`src/rtl/m_wb_arbiter2_if.sv`:
```
// ---------------------------------------------------------------------------
// m_wb_arbiter2_if : one Wishbone classic link (single master, single slave).
//
// Signals are named from the master's point of view:
//   cyc, stb, we : cycle, strobe, write enable          (master -> slave)
//   adr          : address, AWIDTH bits                 (master -> slave)
//   dat_w        : write data, DWIDTH bits              (master -> slave)
//   sel          : byte select, 4 bits                  (master -> slave)
//   ack          : acknowledge                          (slave -> master)
//   dat_r        : read data, DWIDTH bits               (slave -> master)
//
// Modports:
//   master : the side that drives cyc/stb/we/adr/dat_w/sel
//   slave  : the side that drives ack/dat_r
// ---------------------------------------------------------------------------
interface m_wb_arbiter2_if #(
  parameter int unsigned AWIDTH = 32,
  parameter int unsigned DWIDTH = 32
) ();

  logic              cyc;
  logic              stb;
  logic              we;
  logic [AWIDTH-1:0] adr;
  logic [DWIDTH-1:0] dat_w;
  logic [3:0]        sel;
  logic              ack;
  logic [DWIDTH-1:0] dat_r;

  modport master (
    output cyc, stb, we, adr, dat_w, sel,
    input  ack, dat_r
  );

  modport slave (
    input  cyc, stb, we, adr, dat_w, sel,
    output ack, dat_r
  );

endinterface

```
`src/rtl/m_wb_arbiter2.sv`:
```
// ---------------------------------------------------------------------------
// m_wb_arbiter2 : two-master Wishbone classic arbiter.
//
// Shares one slave port between master 0 (core) and master 1 (loader / debug
// / DMA). The owner keeps the bus for as long as it holds CYC; simultaneous
// requests from idle are resolved round-robin against the previous owner.
//
// Ports:
//   CLK_I  in  1      system clock
//   RST_I  in  1      synchronous, active-high reset
//   m0     slave      master 0 link (CYC/STB/WE/ADR/DAT/SEL in, ACK/DAT out)
//   m1     slave      master 1 link (same as m0)
//   s      master     shared slave link (CYC/STB/WE/ADR/DAT/SEL out, ACK/DAT in)
//   gnt_O  out 2      one-hot registered grant, 00 = idle, 01 = m0, 10 = m1
//   tmo_O  out 1      timeout pulse
//
// Build option:
//   WBARB_TIMEOUT_EN  when defined, an unacknowledged strobe is terminated by
//                     the arbiter after 2**TMOBITS-1 wait cycles: the owner
//                     receives ACK with zero data and tmo_O pulses once.
//                     When undefined, tmo_O is tied low and a strobe waits
//                     for the slave indefinitely.
// ---------------------------------------------------------------------------
module m_wb_arbiter2 #(
  parameter int unsigned DWIDTH  = 32,
  parameter int unsigned AWIDTH  = 32,
  parameter int unsigned TMOBITS = 4
) (
  input  logic                  CLK_I,
  input  logic                  RST_I,
  m_wb_arbiter2_if.slave        m0,
  m_wb_arbiter2_if.slave        m1,
  m_wb_arbiter2_if.master       s,
  output logic [1:0]            gnt_O,
  output logic                  tmo_O
);

  // One-hot encoding so the state register is the grant vector itself.
  typedef enum logic [1:0] {
    S_IDLE = 2'b00,
    S_G0   = 2'b01,
    S_G1   = 2'b10
  } state_t;

  state_t            r_state;
  state_t            w_state_nxt;
  logic              r_last;       // most recent owner: 0 = m0, 1 = m1
  logic              w_last_nxt;

  logic              w_gnt0;
  logic              w_gnt1;
  logic              w_cyc;
  logic              w_stb_raw;    // owner's strobe before timeout masking
  logic              w_we;
  logic [AWIDTH-1:0] w_adr;
  logic [DWIDTH-1:0] w_dat_w;
  logic [3:0]        w_sel;
  logic              w_tmo;

  // A zero-width timeout counter is meaningless.
  if (TMOBITS == 0) begin : g_bad_tmobits
    $error("m_wb_arbiter2: TMOBITS must be at least 1");
  end

  // State and round-robin history register.
  always_ff @(posedge CLK_I) begin
    if (RST_I) begin
      r_state <= S_IDLE;
      r_last  <= 1'b1;
    end else begin
      r_state <= w_state_nxt;
      r_last  <= w_last_nxt;
    end
  end

  // Next-state: hold while the owner keeps CYC, otherwise hand over directly.
  always_comb begin
    w_state_nxt = r_state;
    w_last_nxt  = r_last;
    case (r_state)
      S_IDLE: begin
        if (m0.cyc && m1.cyc) begin
          w_state_nxt = r_last ? S_G0 : S_G1;
        end else if (m0.cyc) begin
          w_state_nxt = S_G0;
        end else if (m1.cyc) begin
          w_state_nxt = S_G1;
        end
      end
      S_G0: begin
        if (!m0.cyc) begin
          w_state_nxt = m1.cyc ? S_G1 : S_IDLE;
        end
      end
      S_G1: begin
        if (!m1.cyc) begin
          w_state_nxt = m0.cyc ? S_G0 : S_IDLE;
        end
      end
      default: begin
        w_state_nxt = S_IDLE;
      end
    endcase
    if (w_state_nxt == S_G0) begin
      w_last_nxt = 1'b0;
    end else if (w_state_nxt == S_G1) begin
      w_last_nxt = 1'b1;
    end
  end

  assign w_gnt0 = (r_state == S_G0);
  assign w_gnt1 = (r_state == S_G1);
  assign gnt_O  = r_state;

  // Request mux toward the slave; everything reads zero while idle.
  always_comb begin
    w_cyc     = 1'b0;
    w_stb_raw = 1'b0;
    w_we      = 1'b0;
    w_adr     = '0;
    w_dat_w   = '0;
    w_sel     = '0;
    if (w_gnt0) begin
      w_cyc     = m0.cyc;
      w_stb_raw = m0.stb;
      w_we      = m0.we;
      w_adr     = m0.adr;
      w_dat_w   = m0.dat_w;
      w_sel     = m0.sel;
    end else if (w_gnt1) begin
      w_cyc     = m1.cyc;
      w_stb_raw = m1.stb;
      w_we      = m1.we;
      w_adr     = m1.adr;
      w_dat_w   = m1.dat_w;
      w_sel     = m1.sel;
    end
  end

`ifdef WBARB_TIMEOUT_EN
  logic [TMOBITS-1:0] r_tmo_cnt;

  // Fires only while the owner is actually strobing, so a master that has
  // already withdrawn STB never receives a phantom acknowledge.
  assign w_tmo = (&r_tmo_cnt) & w_stb_raw & ~s.ack;

  // Counts unacknowledged strobe cycles of the current owner.
  always_ff @(posedge CLK_I) begin
    if (RST_I) begin
      r_tmo_cnt <= '0;
    end else if ((r_state == S_IDLE) || s.ack || w_tmo) begin
      r_tmo_cnt <= '0;
    end else if (w_stb_raw) begin
      r_tmo_cnt <= r_tmo_cnt + TMOBITS'(1);
    end
  end
`else
  assign w_tmo = 1'b0;
`endif

  assign s.cyc   = w_cyc;
  assign s.stb   = w_stb_raw & ~w_tmo;
  assign s.we    = w_we;
  assign s.adr   = w_adr;
  assign s.dat_w = w_dat_w;
  assign s.sel   = w_sel;

  // Responses: ACK only to the owner; read data broadcast, zeroed on timeout.
  assign m0.ack   = (s.ack | w_tmo) & w_gnt0;
  assign m1.ack   = (s.ack | w_tmo) & w_gnt1;
  assign m0.dat_r = w_tmo ? '0 : s.dat_r;
  assign m1.dat_r = w_tmo ? '0 : s.dat_r;
  assign tmo_O    = w_tmo;

endmodule

```
`src/flat_wrapper.sv`:
```
// flat-port wrapper written by rule: the top's interface ports become plain ports
module m_wb_arbiter2_flat 
#(
  parameter int unsigned DWIDTH  = 32,
  parameter int unsigned AWIDTH  = 32,
  parameter int unsigned TMOBITS = 4
)
  (CLK_I, RST_I, gnt_O, tmo_O, m0_cyc, m0_stb, m0_we, m0_adr, m0_dat_w, m0_sel, m0_ack, m0_dat_r, m1_cyc, m1_stb, m1_we, m1_adr, m1_dat_w, m1_sel, m1_ack, m1_dat_r, s_cyc, s_stb, s_we, s_adr, s_dat_w, s_sel, s_ack, s_dat_r);
  m_wb_arbiter2_if #(.AWIDTH(AWIDTH), .DWIDTH(DWIDTH)) m0_i ();
  m_wb_arbiter2_if #(.AWIDTH(AWIDTH), .DWIDTH(DWIDTH)) m1_i ();
  m_wb_arbiter2_if #(.AWIDTH(AWIDTH), .DWIDTH(DWIDTH)) s_i ();
  input  logic CLK_I;
  input  logic RST_I;
  output logic [1:0] gnt_O;
  output logic tmo_O;
  input wire logic [$bits(m0_i.cyc)-1:0] m0_cyc;
  input wire logic [$bits(m0_i.stb)-1:0] m0_stb;
  input wire logic [$bits(m0_i.we)-1:0] m0_we;
  input wire logic [$bits(m0_i.adr)-1:0] m0_adr;
  input wire logic [$bits(m0_i.dat_w)-1:0] m0_dat_w;
  input wire logic [$bits(m0_i.sel)-1:0] m0_sel;
  output wire logic [$bits(m0_i.ack)-1:0] m0_ack;
  output wire logic [$bits(m0_i.dat_r)-1:0] m0_dat_r;
  input wire logic [$bits(m1_i.cyc)-1:0] m1_cyc;
  input wire logic [$bits(m1_i.stb)-1:0] m1_stb;
  input wire logic [$bits(m1_i.we)-1:0] m1_we;
  input wire logic [$bits(m1_i.adr)-1:0] m1_adr;
  input wire logic [$bits(m1_i.dat_w)-1:0] m1_dat_w;
  input wire logic [$bits(m1_i.sel)-1:0] m1_sel;
  output wire logic [$bits(m1_i.ack)-1:0] m1_ack;
  output wire logic [$bits(m1_i.dat_r)-1:0] m1_dat_r;
  output wire logic [$bits(s_i.cyc)-1:0] s_cyc;
  output wire logic [$bits(s_i.stb)-1:0] s_stb;
  output wire logic [$bits(s_i.we)-1:0] s_we;
  output wire logic [$bits(s_i.adr)-1:0] s_adr;
  output wire logic [$bits(s_i.dat_w)-1:0] s_dat_w;
  output wire logic [$bits(s_i.sel)-1:0] s_sel;
  input wire logic [$bits(s_i.ack)-1:0] s_ack;
  input wire logic [$bits(s_i.dat_r)-1:0] s_dat_r;
  assign m0_i.cyc = m0_cyc;
  assign m0_i.stb = m0_stb;
  assign m0_i.we = m0_we;
  assign m0_i.adr = m0_adr;
  assign m0_i.dat_w = m0_dat_w;
  assign m0_i.sel = m0_sel;
  assign m0_ack = m0_i.ack;
  assign m0_dat_r = m0_i.dat_r;
  assign m1_i.cyc = m1_cyc;
  assign m1_i.stb = m1_stb;
  assign m1_i.we = m1_we;
  assign m1_i.adr = m1_adr;
  assign m1_i.dat_w = m1_dat_w;
  assign m1_i.sel = m1_sel;
  assign m1_ack = m1_i.ack;
  assign m1_dat_r = m1_i.dat_r;
  assign s_cyc = s_i.cyc;
  assign s_stb = s_i.stb;
  assign s_we = s_i.we;
  assign s_adr = s_i.adr;
  assign s_dat_w = s_i.dat_w;
  assign s_sel = s_i.sel;
  assign s_i.ack = s_ack;
  assign s_i.dat_r = s_dat_r;
  m_wb_arbiter2 #(.DWIDTH(DWIDTH), .AWIDTH(AWIDTH), .TMOBITS(TMOBITS)) u_core (.CLK_I(CLK_I), .RST_I(RST_I), .m0(m0_i), .m1(m1_i), .s(s_i), .gnt_O(gnt_O), .tmo_O(tmo_O));
endmodule
```
`config.mk`:
```
export PLATFORM = sky130hd
export DESIGN_NAME = m_wb_arbiter2_flat
export DESIGN_NICKNAME = d
export VERILOG_FILES = /design/src/rtl/m_wb_arbiter2_if.sv /design/src/rtl/m_wb_arbiter2.sv /design/src/flat_wrapper.sv
export SDC_FILE = /design/constraint.sdc
export NUM_CORES = 1
export LEC_CHECK = 0
export CORE_AREA = 2 2 124 126
export CTS_CLUSTER_SIZE = 28
export DETAILED_ROUTE_END_ITERATION = 16
export DIE_AREA = 0 0 126 128
export SLEW_MARGIN = 20
export SYNTH_ARGS = -nofsm -noshare
export SYNTH_HDL_FRONTEND = slang
export SYNTH_SLANG_ARGS = --single-unit
export TNS_END_PERCENT = 10
```
`constraint.sdc`:
```
create_clock -name CLK_I -period 1.4 [get_ports CLK_I]
set_input_delay 0.14 -clock CLK_I [delete_from_list [all_inputs] [get_ports CLK_I]]
set_output_delay 0.14 -clock CLK_I [all_outputs]
set_load 0.02 [all_outputs]
```
==> results of run 1 <==
-- timing repair --
| item | CTS | global route |
|---|---|---|
| cloned | 3 | 2 |
| setup endpoints to repair | 76 | 74 |
| pin swaps | 35 | 20 |
| resized for setup | 426 | 5 |
| setup buffers | 5 | 1 |
-- per-layer routing --
layer | wire length [um] | vias up | GRT usage (%)
met5 | 0 | - | 0
met4 | 164 | 0 | 3.17
met3 | 811 | 22 | 3.26
met2 | 4860 | 126 | 19.2
met1 | 3300 | 917 | 10.8
li1 | - | 907 | -
-- power by group through the flow --
stage | combinational, W | clock (W) | sequential, W
4_1_cts | 0.00154 | 0.000473 | 0.000103
5_1_grt | 0.00164 | 0.000477 | 0.000104
2_1_floorplan | 0.000778 | 0 | 0.000107
3_3_place_gp | 0.00137 | 0 | 0.000103
3_5_place_dp | 0.00138 | 0 | 0.000103
6_report | 0.00156 | 0.000463 | 0.000102
-- worst register-to-register path, delay by kind of cell (launching register included) --
kind            cells  cell delay [ns]
fa+ha+maj           1             0.28
simple gates        2             0.19
mux                 1             0.15
buf+inv             1             0.14
flops               1             0.34
compound gates      1             0.23
-- area by class of cell --
| type | instances | area (um2) |
|---|---|---|
| Fill cell | 1636 | 11100 |
| Timing Repair Buffer | 238 | 2570 |
| Multi-Input combinational cell | 87 | 790 |
| Tap cell | 188 | 235 |
| Clock buffer | 4 | 78.8 |
| Sequential cell | 3 | 67.6 |
| Inverter | 2 | 10.0 |
-- cell usage after synthesis (all sizes together) --
cell / count / area [um2]
buf: 80 / 568
a22o: 71 / 622
and2: 3 / 18.8
dfxtp: 3 / 60.1
nor2: 3 / 13.8
inv: 2 / 7.50
nand2b: 2 / 12.5
a31oi: 1 / 6.26
and3b: 1 / 8.76
conb: 1 / 3.75
ha: 1 / 12.5
mux2i: 1 / 10.0
nor2b: 1 / 6.26
nor3b: 1 / 7.51
o22ai: 1 / 6.26
-- cell usage in the layout, fill, tap and decap left out --
cell type and n:
a22o_1 66, o22ai_1 1, nor2_4 1, ha_1 1, clkdlybuf4s50_1 144, buf_16 3, and2_4 2, dlygate4sd2_1 2
dfxtp_4 2, and2_1 1, clkbuf_16 5, and3b_1 1, a22o_4 5, a31oi_1 1, mux2i_1 1, inv_1 1
dfxtp_1 1, buf_12 5, nor2b_4 1, conb_1 1, nand2b_1 2, buf_4 11, nor2_1 2, inv_4 1
buf_6 71, nor3b_1 1, clkbuf_1 1
-- final timing paths --
check                           slack (ns)       endpoint  depth (start not counted)
worst min-delay path                  0.28   m0_dat_r[31]                          0
worst max-delay path                 -0.16     s_dat_w[4]                          6
worst min register to register        0.52  u_core.r_last                          2
worst max register to register       -0.06  u_core.r_last                          6
-- state kept, by name, summed over array words and instances (netlist names) --
name / count
u_core.r_last: 1
u_core.gnt_O: 2
-- cells by family (layout without fill, tap and decap cells) --
kind of cell / Yosys count / after routing / synth area share [%]
other: 1 / 1 / 0.275
adder cells (fa/ha/maj): 1 / 1 / 0.917
AO/OA/AOI/OAI: 73 / 73 / 46.5
flip-flops: 3 / 3 / 4.40
buffers and inverters: 82 / 244 / 42.2
multiplexers: 1 / 1 / 0.734
AND/OR/NAND/NOR: 11 / 11 / 4.96
-- stage by stage --
step	worst slack [ns]	area (um2)
2_1_floorplan	0.0157	1360
3_5_place_dp	-0.505	3350
3_3_place_gp	-0.492	3350
6_report	-0.156	3750
5_1_grt	-0.226	3750
4_1_cts	-0.202	3670
==> summary.txt, run 1 <==
Timing
  – Peak Freq: approximately 640 MHz
  – Hold Fails Final Rpt: 0
  – Setup TNS Final: -8.18 ns
  – Hold slack: 0.280 ns
  – Final Cycle Share: 111%
  – Setup WS post-layout: -0.156 ns
  – # setup viols final: 74
  – Setup Skew: ~0.0016 ns
  – Final slew viol count: 0
  – RSZ-0062 raised after global routing: true
  – Tmin final: approximately 1.6 ns

Routing
  – First-pass DRT Iterations: 4
  – Initial detailed-routing violation count: between 50 and 60
  – # DRC: 0
  – Drt total wl: around 9 mm
  – Via/cell ratio: between 3 and 4
  – Vias: roughly 2000
  – Antenna-violating nets left: 0
  – Drt wl/cell: 17.5 um

Critical path
  – Most used cell, CP: buf_6
  – Delay-heaviest family, CP: buffers and inverters
  – Slowest CP cell: dfxtp_4
  – Crit path from: u_core.gnt_O[0]
  – Critical path required time: 1.26 ns
  – Arrival time at the worst endpoint: 1.42 ns
  – CP max stage delay: 0.37 ns
  – Worst Setup End Kind: output pin
  – Crit path kind: reg -> out
  – Crit path max fanout: 13
  – Reg2reg start: u_core.gnt_O[1]
  – WP buf/inv: 4
  – Crit-path cells: inv_4, nor2_4, buf_6, buf_12, a22o_1, buf_6
  – Critical Path Start Type: register

Placed design
  – Post-detail-place hpwl: roughly 7.1 mm
  – Dpl cells: 507
  – Port bufs: roughly 220
  – GPL Wtd Cong: 0.860

Global route
  – Initial antenna violation count: 0
  – Number of global-route vias before repair: approximately 2200
  – GRT Overall Usage: 10.2%
  – First-pass GRT wire length: between 10 and 15 mm
  – Pin count of the biggest net entering global routing: 27
  – Total grt overflow: 0

Synthesis
  – Distinct cells, synth: 18
  – Synthesized area: 0.00136 mm2
  – #FFs+latches synth: 3
  – Post-synthesis sequential area ratio: 4.40%
  – Net Count, Synth: 350
  – Synthesized instance count: 172
  – Synth warn: 0
  – Avg Inst Size Synth: 7.93 um2

Floorplanning
  – Die ar.: 0.0161 mm2
  – CORE AREA: about 0.015 mm2
  – Initial Utilization: a little under a tenth
  – Die width: roughly 130 um
  – FP Rows: 45
  – I/O pin count: ~320
  – Die Span Y: about 130 um

Power and ir drop
  – Logic pwr share: about three quarters
  – Clock group share of total power: between 20% and 30%
  – Internal power: 0.00140 W
  – Switch share: 34.0%
  – Sequential power share: ~4.8%
  – Static leakage: 1.57 nW
  – Overall Power: about 0.0021 W
  – Peak VDD IR: 269 uV
  – Net load switching power: about 0.00072 W
  – Power Dens Cells: 565 mW/mm2

Min path
  – Hold Crit Class: in -> out
  – Worst Hold Launch: s_dat_r[31]

Clock network
  – Root Buffer: clkbuf_16
  – Clock sink count: 3
  – Htree depth: 1
  – CTS clk-pin slew, worst paths: roughly 0.030 ns
  – Clk Latency, worst-skew pair: between 0.2 and 0.25 ns
  – Number of buffers created by CTS: 3
  – Clock Path Buffers: 2
  – Clock tree from TritonCTS: yes
  – Hold Buf Count CTS: 0

Finish
  – Post-layout util: 25.3%
  – Number of diodes: 0
  – Area grow syn2layout: 175%
  – Cell Count, Final, Fillers Out: 522
  – Share of cells above drive strength 1: 32.0%
  – Fin nets: about 500

Outcome
  – Failing checks: setup timing
  – Status: finished with violations

Run
  – Maxcap violations: 0
Power figures use the tool's default switching activity.
==> inputs of run 2 (changes only) <==
Settings changed: ABC_AREA set to 0.
==> results of run 2 <==
Final layout, timing and power as in run 1 (identical DEF).
==> inputs of run 3 (changes only) <==
Settings changed: CTS_CLUSTER_DIAMETER set to 80, GPL_ROUTABILITY_DRIVEN set to 0.
Clock period 1.4 ns to 1.8 ns, I/O delays scaled along.
==> run 3 against run 2 <==
The flow now finishes without violations; non-clock buffer count decreased by 8; sequential share of layout area up 0.14 points; power fell by 33%; critical path type unchanged; largest cell class unchanged.
==> summary.txt, run 3 (synthesized netlist as in run 1, its figures left out) <==
Critical path
  – Delay-heaviest family, CP: buffers and inverters
  – Worst Setup End Kind: output pin
  – Critical path required time: around 1.6 ns
  – Critical Path Start Type: register
  – Crit-path cells: inv_2, nor2_4, buf_4, buf_12, a22o_1, clkdlybuf4s15_1
  – Crit path kind: reg -> out
  – CP max stage delay: ~0.36 ns
  – Slowest CP cell: dfxtp_2
  – Crit path max fanout: 26
  – Worst reg2reg setup slack: 0.34 ns
  – Arrival time at the worst endpoint: 1.58 ns
  – WP buf/inv: 4

Finish
  – Max reg flops: 2
  – Cell Count, Final, Fillers Out: 514
  – Fin nets: just over 500
  – Most frequent cells in the layout: clkdlybuf4s50_1 (146), a22o_1 (71), buf_2 (30)
  – Number of diodes: 0
  – Area grow syn2layout: 136%
  – Most common cell after layout, fill and taps aside: clkdlybuf4s50_1
  – Share of cells above drive strength 1: 22.7%

Timing
  – Final Cycle Share: 97.8%
  – Hold Fails Final Rpt: 0
  – Tmin final: approximately 1.8 ns
  – RSZ-0062 raised after global routing: true
  – # setup viols final: 0
  – Setup WS post-layout: ~0.039 ns
  – Setup Skew: 0.000447 ns
  – Hold slack: between 0.3 and 0.4 ns
  – Peak Freq: about 570 MHz
  – Final slew viol count: 0

Clock network
  – Clock Path Buffers: 2
  – Clk Latency, worst-skew pair: between 0.2 and 0.25 ns
  – Htree depth: 1
  – CTS clk-pin slew, worst paths: ~0.03 ns
  – Clock tree from TritonCTS: yes
  – Clock sink count: 3
  – Number of buffers created by CTS: 3
  – Root Buffer: clkbuf_16
  – Hold Buf Count CTS: 0

Floorplanning
  – Die Span Y: between 100 and 150 um
  – FP Rows: 45
  – Initial Utilization: between 9 and 10%
  – I/O pin count: ~320
  – Die width: 126 um
  – CORE AREA: ~0.015 mm2
  – Die ar.: around 0.016 mm2

Power and ir drop
  – Switch share: between 30% and 40%
  – Power Dens Cells: ~440 mW/mm2
  – Sequential power share: about 5.6%
  – Net load switching power: 0.000509 W
  – Static leakage: between 1 and 1.5 nW
  – Clock group share of total power: approximately 25%
  – Peak VDD IR: 212 uV
  – Internal power: just over 0.0009 W
  – Logic pwr share: 69.3%

Routing
  – Antenna-violating nets left: 0
  – Via/cell ratio: approximately 3.7
  – First-pass DRT Iterations: 4
  – Vias: about 1900
  – Initial detailed-routing violation count: between 50 and 60
  – # DRC: 0
  – Drt wl/cell: 16.6 um
  – Drt total wl: 8.53 mm

Global route
  – First-pass GRT wire length: 12.4 mm
  – Total grt overflow: 0
  – Number of global-route vias before repair: between 2000 and 2500
  – Initial antenna violation count: 0
  – GRT Overall Usage: roughly 10%
  – Pin count of the biggest net entering global routing: 27

Placed design
  – Post-detail-place hpwl: around 7.1 mm
  – Pre-CTS setup slack: -0.118 ns
  – Dpl cells: about 500
  – Port bufs: ~220

Outcome
  – Status: complete, no violations

Run
  – Maxcap violations: 0

Min path
  – Hold Crit Class: in -> out
-- run 3: changes by cell type in the layout (fill, tap and decap cells not counted), sizes merged --
cell           previous run  this run
buf                      90        47
clkbuf                    6        23
clkdlybuf4s15             0         2
clkdlybuf4s50           144       146
dlygate4sd2               2        16
-- run 3: worst paths after layout --
path,end,startpoint,cells after the start
max,s_dat_w[17],u_core.gnt_O[0],6
min,m0_dat_r[31],s_dat_r[31],0
max reg2reg,u_core.r_last,u_core.gnt_O[1],6
min reg2reg,u_core.r_last,u_core.r_last,2
-- run 3: cell type report --
| cell class | instances | area, um2 |
|---|---|---|
| clock buffers | 4 | 78.8 |
| fillers | 1686 | 11600 |
| inverters | 2 | 7.51 |
| multi-input cells | 87 | 741 |
| flip-flops and latches | 3 | 62.6 |
| well taps | 188 | 235 |
| repair buffers | 230 | 2100 |
-- run 3: power by group through the flow --
stage	combinational [W]	clock (W)	sequential, W
6_report	0.000986	0.000356	0.0000802
5_1_grt	0.00105	0.000369	0.0000811
4_1_cts	0.00102	0.000363	0.0000799
3_5_place_dp	0.00107	0	0.0000801
3_3_place_gp	0.00106	0	0.0000799
2_1_floorplan	0.000605	0	0.0000831
-- run 3: metal layers --
metal | vias up | track usage, % | wire length, um
li1 | 891 | - | -
met1 | 850 | 11.0 | 3060
met2 | 135 | 18.3 | 4570
met3 | 20 | 2.46 | 732
met4 | 0 | 3.62 | 163
met5 | - | 0 | 0
-- run 3: timing repair --
item | CTS | global route
resized for setup | 171 | 35
setup endpoints to repair | 68 | 34
buffers inserted | 3 | 0
endpoints found under the hold margin | 0 | 0
pin swaps | 1 | 1
cloned | 2 | 0
-- run 3: stage by stage --
step           utilization, %  cell area (um2)  TNS (ns)  power, W
2_1_floorplan               -             1360         0  0.000688
3_3_place_gp             22.4             3330     -2.46   0.00114
3_5_place_dp             22.4             3330     -3.17   0.00115
4_1_cts                  22.5             3340         0   0.00146
5_1_grt                  21.7             3220   -0.0441   0.00150
6_report                 21.7             3220         0   0.00142
